--- src/rtl/flopenr_skid.sv ---
// Two-entry valid/ready register slice built from enable-gated main and skid flops.
// in_ready depends only on state and flush, so no combinational path runs from out_ready back upstream.
module flopenr_skid #(
    parameter int WIDTH = 8
) (
    input  logic             clk,
    input  logic             reset,
    input  logic             flush,
    input  logic             in_valid,
    input  logic [WIDTH-1:0] in_data,
    output logic             in_ready,
    output logic             out_valid,
    output logic [WIDTH-1:0] out_data,
    input  logic             out_ready,
    output logic [1:0]       count
);

    typedef enum logic [1:0] {
        EMPTY = 2'b00,
        BUSY  = 2'b01,
        FULL  = 2'b10
    } state_t;

    state_t           state;
    state_t           state_next;
    logic [WIDTH-1:0] main_q;
    logic [WIDTH-1:0] skid_q;
    logic [WIDTH-1:0] main_d;
    logic             main_en;
    logic             skid_en;
    logic             main_from_skid;

    always_ff @(posedge clk or negedge reset) begin
        if (!reset) begin
            state <= EMPTY;
        end else begin
            state <= state_next;
        end
    end

    always_ff @(posedge clk or negedge reset) begin
        if (!reset) begin
            main_q <= '0;
        end else if (main_en) begin
            main_q <= main_d;
        end
    end

    always_ff @(posedge clk or negedge reset) begin
        if (!reset) begin
            skid_q <= '0;
        end else if (skid_en) begin
            skid_q <= in_data;
        end
    end

    assign main_d = main_from_skid ? skid_q : in_data;

    // Flush only rewinds the state; both data registers keep their contents.
    always_comb begin
        state_next     = state;
        main_en        = 1'b0;
        skid_en        = 1'b0;
        main_from_skid = 1'b0;
        if (flush) begin
            state_next = EMPTY;
        end else begin
            unique case (state)
                EMPTY: begin
                    if (in_valid) begin
                        main_en    = 1'b1;
                        state_next = BUSY;
                    end
                end
                BUSY: begin
                    if (in_valid && out_ready) begin
                        main_en = 1'b1;
                    end else if (in_valid) begin
                        skid_en    = 1'b1;
                        state_next = FULL;
                    end else if (out_ready) begin
                        state_next = EMPTY;
                    end
                end
                FULL: begin
                    if (out_ready) begin
                        main_en        = 1'b1;
                        main_from_skid = 1'b1;
                        state_next     = BUSY;
                    end
                end
                default: begin
                    state_next = EMPTY;
                end
            endcase
        end
    end

    always_comb begin
        count = 2'd0;
        unique case (state)
            EMPTY:   count = 2'd0;
            BUSY:    count = 2'd1;
            FULL:    count = 2'd2;
            default: count = 2'd0;
        endcase
    end

    assign in_ready  = (state != FULL) && !flush;
    assign out_valid = (state != EMPTY);
    assign out_data  = main_q;

endmodule

--- config.mk ---
export PLATFORM = sky130hd
export DESIGN_NAME = flopenr_skid
export DESIGN_NICKNAME = d
export VERILOG_FILES = /design/src/rtl/flopenr_skid.sv
export SDC_FILE = /design/constraint.sdc
export NUM_CORES = 1
export LEC_CHECK = 0
export CORE_UTILIZATION = 44
export CTS_BUF_LIST = sky130_fd_sc_hd__clkbuf_8
export DETAILED_ROUTE_END_ITERATION = 8
export MAX_ROUTING_LAYER = met4
export PLACE_DENSITY = 0.77
export SYNTH_ARGS = -nofsm -noshare
export SYNTH_HDL_FRONTEND = slang
export SYNTH_SLANG_ARGS = --single-unit
--- constraint.sdc ---
create_clock -name clk -period 1.47 [get_ports clk]
set_clock_uncertainty 0.1 [all_clocks]
set_input_delay 0.147 -clock clk [delete_from_list [all_inputs] [get_ports clk]]
set_output_delay 0.147 -clock clk [all_outputs]
set_load 0.1 [all_outputs]
==> reports/qor.yml, run 1 <==
status:
  outcome: "finished with violations"
  violations: "negative setup slack"
timing:
  grt_setup_unrepaired: "true"
  period_share_pct: 109
  finalSetupViolCount: 19
  fin_ws_ps: -136
  fmax_mhz: 623
  timing.hold.ws_ps: 118
  relSlewSlack_pct: 83.0
  final-hold-violation-count: 0
  slew_viol_final: 0
  period_needed_ps: 1610
  worst_slew_pin_slew_ps: 253
die:
  num_io_pins: 25
  fp.dieH_um: 47.3
  placementRows: 16
  initial_core_util_pct: 46.4
  die_area_sq_um: 2230
  die_w_um: 47.3
  core_area_sq_um: 1940
logic_synthesis:
  synth_nets: 72
  yosysSeqAreaShare_pct: 50.0
  synth-seq-cells: 18
  avgSynthCellArea_sq_um: 15.3
  postSynthCellCount: 59
  syn_area_sq_um: 901
  ys_warn_count: 0
  ys_types: 18
pwr:
  power.leakage_nw: 0.736
  p_seq_share_pct: 34.3
  p_sw_w: 0.000782
  clockPowerShare_pct: 19.6
  p_int_w: 0.00128
  ir_drop_uv: 846
  combPwrFrac_pct: 46.0
  p_sw_share_pct: 38.0
  cellPowerDensity_nw_per_um2: 1300
clock_tree:
  cts.clk_slew.worst_paths_ps: 70
  cts_tree: "yes"
  h-tree-depth: 1
  hold_buffers: 0
  cts_buffers: 3
  insertion_delay_ps: 250
  cts_sinks: 18
  clock_path_buffers: 2
  cts_root_buf: "clkbuf_8"
global_route:
  antenna_found_initial: 0
  grt_max_degree: 19
  grt_pass1_vias: 689
  grt_pass1_wl_um: 3640
  grt-ovfl-total: 0
  grt.total_usage_pct: 25.6
route:
  drt-total-wl_um: 2480
  wl_per_cell_um: 19.5
  ant_nets: 0
  drt_pre_antenna_iters: 4
  drt-initial-drc-count: 19
  vias: 639
  vias_per_cell: 5.03
  drc_errors: 0
finish:
  utilization_pct: 81.5
  drive_above_1_share_pct: 66.0
  nNetsFinal: 114
  area_growth_syn_to_layout_pct: 75.7
  layout_commonest_cell: "mux2_4"
  diodes: 0
  mostFrequentLayoutCells: "mux2_4 (24), dfrtp_1 (17), buf_12 (14)"
critical_path:
  crit_path_max_fanout: 5
  r2r-start: "state[0]"
  cp.required_ps: 1510
  crit_path_frequent_cell: "mux2_4"
  critical_path_class: "register to register"
  rr_endpoint: "out_data[5]"
  slowest_delay_ps: 380
  crit_buf_inv: 1
  crit_arrival_ps: 1640
  path_cells: "nand3b_4 -> nor2_4 -> buf_6 -> mux2_4 -> mux2_4"
  r2r_slack_ps: -140
  critPathSlowestCell: "dfrtp_1"
  cp-start-kind: "register"
  rr_worst_depth: 5
  crit_family: "multiplexers"
  end_kind: "register"
placed_design:
  port_buffers: 24
  gp_congestion: 0.787
  dp.final_hpwl_um: 1370
worst_hold_path:
  hold_path.class: "primary input to asynchronous set/reset pin"
run:
  cap_viol_max_count: 0
-- flip-flops by register name, summed over array words and instances (netlist names) --
name	flops
state	2
out_data	8
skid_q	8
-- cell type report --
type                       instances  area, sq um
timing repair buffer              38          504
fill                             106          359
tap                               27         33.8
multi-input combinational         40          538
sequential                        18          452
clock buffer                       4         55.1
-- worst max-delay path by stage --
stage	startpoint	to	slack, ps	cells past startpoint
after floorplan	state[0]	out_data[0]	-160	4
after global placement	out_ready	out_data[7]	-400	5
after detailed placement	out_ready	out_data[6]	-450	5
after CTS	state[0]	out_data[7]	-120	5
after global routing	state[0]	out_data[5]	-180	5
final	state[0]	out_data[5]	-140	5
-- what timing repair did --
item,in CTS,in global routing
pin swaps,2,1
gates resized for setup,12,3
buffers inserted,3,1
endpoints found under the setup margin,19,20
cloned,0,0
-- logic make-up after synthesis --
logic type                share of synthesized area, %
xor gates and xnor gates                         0.972
and+or+nand+nor                                   11.7
buffers and inverters                            0.834
DFF                                               50.0
AOI/OAI and AO/OA                                 3.19
muxes                                             33.3
-- per-stage QoR --
stage                     cells  total power (W)  worst slack [ps]  instance area (sq um)  setup TNS [ps]
after floorplan              59          0.00126              -163                    955           -2470
after global placement      119          0.00160              -398                   1440           -5620
after detailed placement    119          0.00161              -449                   1440           -6080
after CTS                   126          0.00204              -123                   1560           -1430
after global routing        127          0.00212              -179                   1580           -2540
final                       127          0.00206              -136                   1580           -1760
-- metal layers --
| layer | track usage [%] | routed length [um] | vias to the layer above |
|---|---|---|---|
| li1 | - | - | 289 |
| met1 | 33.6 | 1070 | 334 |
| met2 | 42.7 | 1340 | 16 |
| met3 | 3.46 | 66 | 0 |
| met4 | 3.43 | 0 | 0 |
| met5 | - | 0 | - |
-- power by group through the flow --
stage / clock [W] / sequential (W) / combinational, W
6_report: 0.000404 / 0.000708 / 0.000949
5_1_grt: 0.000427 / 0.000714 / 0.000977
4_1_cts: 0.000408 / 0.000698 / 0.000931
3_5_place_dp: 0 / 0.000700 / 0.000913
3_3_place_gp: 0 / 0.000695 / 0.000902
2_1_floorplan: 0 / 0.000983 / 0.000276
-- synth_stat cells --
| cell | n | area (sq um) |
|---|---|---|
| a21oi_4 | 1 | 16.3 |
| o21a_1 | 1 | 7.51 |
| dfrtp_1 | 18 | 450 |
| nor2b_2 | 1 | 8.76 |
| nand2_2 | 1 | 6.26 |
| nand2b_2 | 1 | 8.76 |
| xor2_1 | 1 | 8.76 |
| nor2_1 | 2 | 7.51 |
| mux2_2 | 16 | 180 |
| nor3b_4 | 1 | 18.8 |
| mux2_4 | 8 | 120 |
| nor2b_1 | 2 | 12.5 |
| nand3b_4 | 1 | 20.0 |
| buf_4 | 1 | 7.51 |
| nor3_1 | 1 | 5.00 |
| a21oi_1 | 1 | 5.00 |
| or2_2 | 1 | 6.26 |
| nor2_4 | 1 | 11.3 |
No activity file was read; power rests on OpenSTA's default activity.
==> run 2: changes to the inputs <==
- CORE_MARGIN: not set -> 2
==> run 2 against run 1 <==
- the flow still finishes with violations (negative setup slack)
- total power down 1.6%
- clock power down 1%
- die area up 8.6%
- maximum frequency is 0.13% higher
- sequential cell count unchanged
- register-to-register slack about the same
- final cell count fell by 2.4%
- sequential share of layout area up 0.46 points
- non-clock buffer count shrank 3
- design area fell by 1.6%
- critical path type unchanged
- critical endpoint is now out_data[0]
==> reports/qor.yml, run 2 (same netlist as run 1, synthesis figures left out) <==
status:
  outcome: "finished with violations"  # unchanged
  violations: "negative setup slack"  # unchanged
clock_tree:
  cts_buffers: 3  # unchanged
  cts_root_buf: "clkbuf_8"  # unchanged
  h-tree-depth: 1  # unchanged
  clock_path_buffers: 2  # unchanged
  insertion_delay_ps: 250  # about the same
  cts_sinks: 18  # unchanged
  cts_tree: "yes"  # unchanged
  cts.clk_slew.worst_paths_ps: 70  # about the same
placed_design:
  dp.final_hpwl_um: 1420  # was 1370 um
  dp.cells: 119  # unchanged
  gp_congestion: 0.710  # was 0.787
  port_buffers: 24  # unchanged
route:
  drc_errors: 0  # unchanged
  drt_pre_antenna_iters: 3  # was 4
  wl_per_cell_um: 16.3  # was 19.5 um
  drt-initial-drc-count: 3  # was 19
  drt-total-wl_um: 2020  # was 2480 um
  vias_per_cell: 4.90  # was 5.03
  ant_nets: 0  # unchanged
  vias: 607  # was 639
timing:
  fmax_mhz: 623  # about the same
  finalSetupViolCount: 18  # was 19
  grt_setup_unrepaired: "true"  # unchanged
  worst_slew_pin_slew_ps: 244  # was 253 ps
  slew_viol_final: 0  # unchanged
  relSlewSlack_pct: 83.8  # was 83.0%
  final-hold-violation-count: 0  # unchanged
  period_needed_ps: 1600  # was 1610 ps
  period_share_pct: 109  # about the same
  fin_ws_ps: -134  # was -136 ps
critical_path:
  cp.required_ps: 1500  # was 1510 ps
  rr_endpoint: "out_data[0]"  # was out_data[5]
  end_kind: "register"  # unchanged
  r2r_slack_ps: -130  # was -140 ps
  r2r-start: "state[0]"  # unchanged
  crit_path_max_fanout: 8  # was 5
  rr_worst_depth: 5  # unchanged
  cp-start-kind: "register"  # unchanged
  crit_arrival_ps: 1640  # about the same
  critical_path_class: "register to register"  # unchanged
die:
  num_io_pins: 25  # unchanged
  fp.dieH_um: 49.3  # was 47.3 um
  die_w_um: 49.3  # was 47.3 um
  die_area_sq_um: 2430  # was 2230 sq um
  core_area_sq_um: 1940  # unchanged
  placementRows: 16  # unchanged
  initial_core_util_pct: 46.4  # unchanged
finish:
  nNetsFinal: 111  # was 114
  mostFrequentLayoutCells: "mux2_4 (24), dfrtp_1 (17), buf_12 (15)"  # was mux2_4 (24), dfrtp_1 (17), buf_12 (14)
  utilization_pct: 80.2  # was 81.5%
  instances_no_fill: 124  # was 127
  diodes: 0  # unchanged
  layout_commonest_cell: "mux2_4"  # unchanged
  drive_above_1_share_pct: 64.9  # was 66.0%
  area_growth_syn_to_layout_pct: 72.9  # was 75.7%
global_route:
  grt_pass1_wl_um: 3510  # was 3640 um
  antenna_found_initial: 0  # unchanged
  grt.total_usage_pct: 20.2  # was 25.6%
  grt_max_degree: 19  # unchanged
  grt_pass1_vias: 686  # was 689
  grt-ovfl-total: 0  # unchanged
worst_hold_path:
  hold_path.class: "primary input to asynchronous set/reset pin"  # unchanged
pwr:
  ir_drop_uv: 1010  # was 846 uV
  power.leakage_nw: 0.710  # was 0.736 nW
  cellPowerDensity_nw_per_um2: 1300  # about the same
run:
  cap_viol_max_count: 0  # unchanged
-- run 2: layout make-up --
class,count,area (sq um)
Timing Repair Buffer,35,484
Clock buffer,4,55.1
Fill cell,114,384
Sequential cell,18,452
Multi-Input combinational cell,40,533
Tap cell,27,33.8
-- run 2: per-layer routing --
metal  track usage [%]  share of wire [%]  vias up
met2              31.8                 54       14
met4              5.71                1.1        0
met1              25.6                 41      309
met5                 -                  0        -
li1                  -                  -      282
met3              5.21                4.1        2
-- run 2: timing repair --
action                     4_1_cts  5_1_grt
hold buffers                     0        0
resized for setup               10        1
buffers inserted                 1        0
pin swaps                        2        1
setup endpoints to repair       19       19
-- run 2: worst max path at each step --
stage / start / end / slack, ps / cells past startpoint
finish: state[0] / out_data[0] / -130 / 5
global route: state[0] / out_data[0] / -170 / 5
CTS: state[0] / out_data[0] / -150 / 5
detailed placement: out_ready / out_data[0] / -420 / 5
global placement: out_ready / out_data[2] / -400 / 5
floorplan: state[0] / out_data[0] / -160 / 4
-- run 2: worst max-delay path, cell delays in order (launching register included) --
cell and delay [ps]:
dfrtp_1 390, nand3b_4 180, nor2_4 110, buf_12 140, mux2_4 300, mux2_4 260
-- run 2: report_power, final --
| part | internal [W] | switching [W] |
|---|---|---|
| clock | 0.000238 | 0.000160 |
| sequential | 0.000607 | 0.0000934 |
| combinational | 0.000429 | 0.000501 |
-- run 2: per-stage QoR --
step	power, W	hold WS, ps	setup slack (ps)	setup TNS, ps	cell area (sq um)
floorplan	0.00126	-249	-163	-2470	955
global placement	0.00160	386	-397	-5630	1440
detailed placement	0.00162	391	-421	-6020	1440
CTS	0.00205	145	-154	-1710	1550
global route	0.00211	171	-169	-2080	1560
finish	0.00203	143	-134	-1320	1560
==> run 3: changes to the inputs <==
- SLEW_MARGIN: not set -> 20
==> results of run 3 <==
The final DEF is identical to that of run 2; final timing and power are the same.
